[src/rtl/ic_fetch_queue_pkg.sv]
// Shared IC->ID definitions for the instruction-fetch queue.
//   IC_TO_ID_WD  : width of one IC->ID payload (excepttype, ce, pc)
//   *_LSB / *_W  : bit-field placement inside that payload
//   ic_to_id_t   : packed view of the payload, MSB first
//   log2_ceil    : pointer-width helper for power-of-two depths
package ic_fetch_queue_pkg;

  localparam int unsigned IC_TO_ID_WD = 65;

  localparam int unsigned PC_LSB  = 0;
  localparam int unsigned PC_W    = 32;
  localparam int unsigned CE_BIT  = 32;
  localparam int unsigned EXC_LSB = 33;
  localparam int unsigned EXC_W   = 32;

  typedef struct packed {
    logic [EXC_W-1:0] excepttype;
    logic             ce;
    logic [PC_W-1:0]  pc;
  } ic_to_id_t;

  function automatic int unsigned log2_ceil(input int unsigned n);
    int unsigned w;
    w = 0;
    for (int unsigned v = 1; v < n; v = v << 1) begin
      w = w + 1;
    end
    return w;
  endfunction

endpackage

[src/rtl/ic_fetch_queue.sv]
// Instruction-fetch buffer between IC and ID: a DEPTH-entry FIFO with a
// valid/ready handshake on both sides and a one-cycle kill on flush or
// branch redirect.
//   clk, rst              : clock, synchronous active-high reset
//   flush, br_e           : kill every buffered entry (incoming entry dropped)
//   in_valid/in_ready     : IC-side handshake, in_data is the payload
//   out_valid/out_ready   : ID-side handshake, out_data is the head entry
//                           (all zero when the queue is empty)
//   count                 : current occupancy
//   almost_full           : count >= AFULL_TH, fetch back-pressure for PC
module ic_fetch_queue
  import ic_fetch_queue_pkg::*;
#(
  parameter int unsigned DATA_W   = IC_TO_ID_WD,
  parameter int unsigned DEPTH    = 4,
  parameter int unsigned AFULL_TH = DEPTH - 1
) (
  input  logic                     clk,
  input  logic                     rst,
  input  logic                     flush,
  input  logic                     br_e,
  input  logic                     in_valid,
  input  logic [DATA_W-1:0]        in_data,
  output logic                     in_ready,
  output logic                     out_valid,
  output logic [DATA_W-1:0]        out_data,
  input  logic                     out_ready,
  output logic [$clog2(DEPTH):0]   count,
  output logic                     almost_full
);

  localparam int unsigned PTR_W = log2_ceil(DEPTH);
  localparam int unsigned CNT_W = PTR_W + 1;

  localparam logic [CNT_W-1:0] FULL_CNT  = CNT_W'(DEPTH);
  localparam logic [CNT_W-1:0] AFULL_CNT = CNT_W'(AFULL_TH);

  logic [DATA_W-1:0] mem [DEPTH];
  logic [PTR_W-1:0]  wr_ptr;
  logic [PTR_W-1:0]  rd_ptr;
  logic [CNT_W-1:0]  cnt;

  logic kill;
  logic enq;
  logic deq;

  assign kill = flush | br_e;

  always_comb begin
    in_ready    = (cnt != FULL_CNT);
    out_valid   = (cnt != '0);
    // Bubbles read as all-zero so ID never sees stale or unwritten storage.
    out_data    = out_valid ? mem[rd_ptr] : '0;
    count       = cnt;
    almost_full = (cnt >= AFULL_CNT);
  end

  assign enq = in_valid & in_ready;
  assign deq = out_valid & out_ready;

  // Pointers and occupancy; rst outranks kill, kill outranks the handshake.
  // Pointers are exactly PTR_W bits so DEPTH-1 -> 0 wraps for free.
  always_ff @(posedge clk) begin
    if (rst || kill) begin
      wr_ptr <= '0;
      rd_ptr <= '0;
      cnt    <= '0;
    end else begin
      if (enq) wr_ptr <= wr_ptr + PTR_W'(1);
      if (deq) rd_ptr <= rd_ptr + PTR_W'(1);
      unique case ({enq, deq})
        2'b10:   cnt <= cnt + CNT_W'(1);
        2'b01:   cnt <= cnt - CNT_W'(1);
        default: cnt <= cnt;
      endcase
    end
  end

  // Storage is not reset; a write during rst/kill is harmless because the
  // pointers and count are cleared in the same edge, leaving it unreachable.
  always_ff @(posedge clk) begin
    if (enq) mem[wr_ptr] <= in_data;
  end

endmodule

[config.mk]
export PLATFORM = sky130hd
export DESIGN_NAME = ic_fetch_queue
export DESIGN_NICKNAME = d
export VERILOG_FILES = /design/src/rtl/ic_fetch_queue_pkg.sv /design/src/rtl/ic_fetch_queue.sv
export SDC_FILE = /design/constraint.sdc
export NUM_CORES = 1
export LEC_CHECK = 0
export BUFFER_PORTS_ARGS = -buffer_cell sky130_fd_sc_hd__buf_4
export CAP_MARGIN = 20
export CORE_UTILIZATION = 40
export DETAILED_ROUTE_END_ITERATION = 16
export PLACE_DENSITY = 0.6
export SETUP_SLACK_MARGIN = 0.2
export SLEW_MARGIN = 20
export SYNTH_ARGS = -nofsm -noshare
export SYNTH_HDL_FRONTEND = slang
export SYNTH_SLANG_ARGS = --single-unit
[constraint.sdc]
create_clock -name clk -period 3.15 [get_ports clk]
set_input_delay 0.63 -clock clk [delete_from_list [all_inputs] [get_ports clk]]
set_output_delay 0.63 -clock clk [all_outputs]
set_load 0.03 [all_outputs]
==> summary.md <==
| Metric | Value |
|---|---|
| Root buf cell | `clkbuf_16` |
| GRT met1 Usage | `19.89%` |
| Via Count | `4941` |
| Post-synthesis sequential area ratio | `77.52%` |
| Number of global-route vias before repair | `5342` |
| Die H | `162.5 um` |
| GR met3 Demand/Resource | `2.878%` |
| Share of flip-flops with an asynchronous set or reset | `0%` |
| Count leader, synth | `edfxtp_1` |
| ANT cells | `0` |
| #FFs+latches synth | `269` |
| DRC viols | `0` |
| IO buf count | `141` |
| Core Rows | `58` |
| CTS Buf Count | `28` |
| Worst Path Max Fanout | `66` |
| Nets | `700` |
| Total power | `7.357 mW` |
| Most Crowded Layer GR | `met2` |
| Pint | `5.902 mW` |
| Reg power frac | `54.5%` |
| Setup crit end kind | `primary output` |
| Reg2reg setup slack | `0.70 ns` |
| Area growth from synthesis to layout | `22.84%` |
| # H-tree levels | `1` |
| Final Setup Violations | `0` |
| First-pass GRT wire length | `30500 um` |
| Final Hold Viols | `0` |
| Fin crit share | `88.51%` |
| Relative slew slack | `51.94%` |
| Grt ovf | `0` |
| CTS Sinks | `269` |
| Minimum clock period after layout | `2.788 ns` |
| Max VDD drop | `0.4142 mV` |
| CP Class | `flop to primary output` |
| Clock power share | `41.1%` |
| Post-DR vias/cell | `5.078` |
| DRT Wirelength | `19770 um` |
| Worst Tran Pin Value | `0.7209 ns` |
| Pleak | `4.306 nW` |
| Final Slew Violations | `0` |
| Setup TNS | `0 ns` |
| Die boundary width | `162.5 um` |
| Starting DRT DRC Count | `308` |
| Resized Gates After CTS | `0` |
| HP Class | `input port to flop` |
| Placeable Area | `25250 um^2` |
| Worst Path Required | `2.52 ns` |
| DR WL/cell | `20.32 um` |
| Worst hold margin | `0.3001 ns` |
| CTS tree | `built` |
| Most instantiated cells after synthesis | `edfxtp_1 (260), and2_1 (65), mux4_2 (65), clkbuf_1 (9), dfxtp_1 (9)` |
| CTS max path bufs | `3` |
| Switching share of power | `19.78%` |
| Mapped Area | `10300 um^2` |
| GP Congestion | `0.6976` |
| Placed inst area | `11820 um^2` |
| Yosys top cell area share | `75.77%` |
| CTS clk-pin slew, worst paths | `0.06 ns` |
| DRT Pass-1 Iters | `4` |
| Clock Skews | `0.01030 ns` |
| Critical path launch point type | `flop` |
| ANT nets after route | `0` |
| CP arrival | `2.16 ns` |
| Cell area after layout | `12660 um^2` |
| Status | `finished clean` |
| EDFF count, synth | `260` |
| Syn_area_per_cell | `22.11 um^2` |
| Largest net degree at the start of global routing | `67` |
| Initial core utilization | `40.80%` |
| Sw Pwr | `1.455 mW` |
| Cts hold-fix bufs | `0` |
| Synth area leader | `edfxtp_1` |
| Yosys cell types | `27` |
| Mapped Cells | `466` |
| RSZ-0062 raised after global routing | `no` |
| YS warnings | `0` |
| Fmax | `358.7 MHz` |
| Synth Flop Type | `edfxtp_1` |
| Share of post-route cells with drive strength above 1 | `39.81%` |
| I/O pin cnt | `142` |
| Met2 Track Usage GR | `26.55%` |
| Detail Placement HPWL | `11410 um` |
| Worst-Skew Late Latency | `0.53 ns` |
| Initial antenna violation count | `0` |
| Post-CTS Setup Bufs | `0` |
| GRT Overall Usage | `15.40%` |
| Combinational Power Share | `4.4%` |
| Power density cells | `581.3 nW/um^2` |
| Synthesized net count | `543` |
| DIE AREA | `26400 um^2` |
| Top cells by area, synth | `edfxtp_1 (76%), mux4_2 (14%), and2_1 (3.9%)` |
| MaxCap Viol Count | `0` |
==> path summary, 6_finish.rpt <==
kind	startpoint	cells past startpoint	endpoint
setup reg to reg	count[2]	8	count[2]
setup / recovery	count[0]	3	out_data[51]
hold reg to reg	wr_ptr[1]	2	wr_ptr[1]
hold / removal	in_data[46]	1	mem[3][46]
==> power groups by stage <==
stage                     registers (mW)  logic (mW)  clock network, mW
after detailed placement            4.09       0.326                  0
after global routing                4.01       0.347               3.22
after global placement              4.08       0.314                  0
after floorplan                     4.09       0.150                  0
after CTS                           4.01       0.327               3.10
final                               4.01       0.321               3.03
==> sequential cells by signal, summed over array words and instances (netlist names), named ones only <==
signal  flops
wr_ptr      2
mem       260
count       3
rd_ptr      2
==> critical path, cell delays in order (launching register included) <==
cell     delay [ns]
dfxtp_1        0.49
or3_4          0.68
and2_1         0.27
buf_4          0.18
==> per-stage QoR <==
step | worst slack, ns | util (%) | std cells
floorplan | 0.6215 | - | 466
global placement | 0.8442 | 46.79 | 923
detailed placement | 0.7364 | 46.79 | 923
CTS | 0.3021 | 50.12 | 973
global route | 0.2220 | 50.12 | 973
finish | 0.3619 | 50.12 | 973
==> cells by family (layout without fill, tap and decap cells) <==
group,Yosys count,after routing,share of synthesized area [%]
simple gates,85,85,4.979
compound gates,7,7,0.4615
flops,269,269,77.52
buf+inv,29,206,1.591
mux,66,66,14.30
fa+ha+maj,6,6,0.8015
xor+xnor,4,4,0.3400
==> layout make-up <==
| type | instances | area [um^2] |
|---|---|---|
| clock inverters | 12 | 81.33 |
| well taps | 330 | 412.9 |
| inverters | 6 | 22.52 |
| fillers | 2061 | 12600 |
| flip-flops and latches | 269 | 7995 |
| clock buffers | 38 | 759.5 |
| repair buffers | 150 | 1214 |
| multi-input cells | 168 | 2172 |
==> per-layer routing <==
metal	vias up	routed length, um	part of all wire (%)
met4	0	456	2.3
met1	2581	8279	42
met2	123	10060	51
met5	-	0	0
met3	36	971	4.9
li1	2201	-	-
==> cells in the final DEF (no fill, tap or decap) <==
cell        netlist  layout
a211o_1           1       1
a21o_1            1       1
a21oi_1           2       2
and2_1           65      65
and3_4            0       4
buf_12            0       7
buf_4             0     143
bufinv_16         0       1
clkbuf_1          9       9
clkbuf_16         0      29
clkinv_1          0       7
clkinv_2          0       2
clkinvlp_4        0       2
dfxtp_1           9       7
dfxtp_4           0       2
edfxtp_1        260     260
fa_1              1       1
ha_1              5       5
inv_1             6       6
mux2i_1           1       1
mux4_2           65      65
nand2_1           4       4
nand4_1           1       1
nor2_1            6       6
nor3_1            1       1
o21ai_0           1       1
o311ai_0          1       1
o31ai_1           1       1
or3_1             2       2
or3_4             1       1
or3b_1            1       1
xor2_1            4       4
Power figures use the tool's default switching activity.
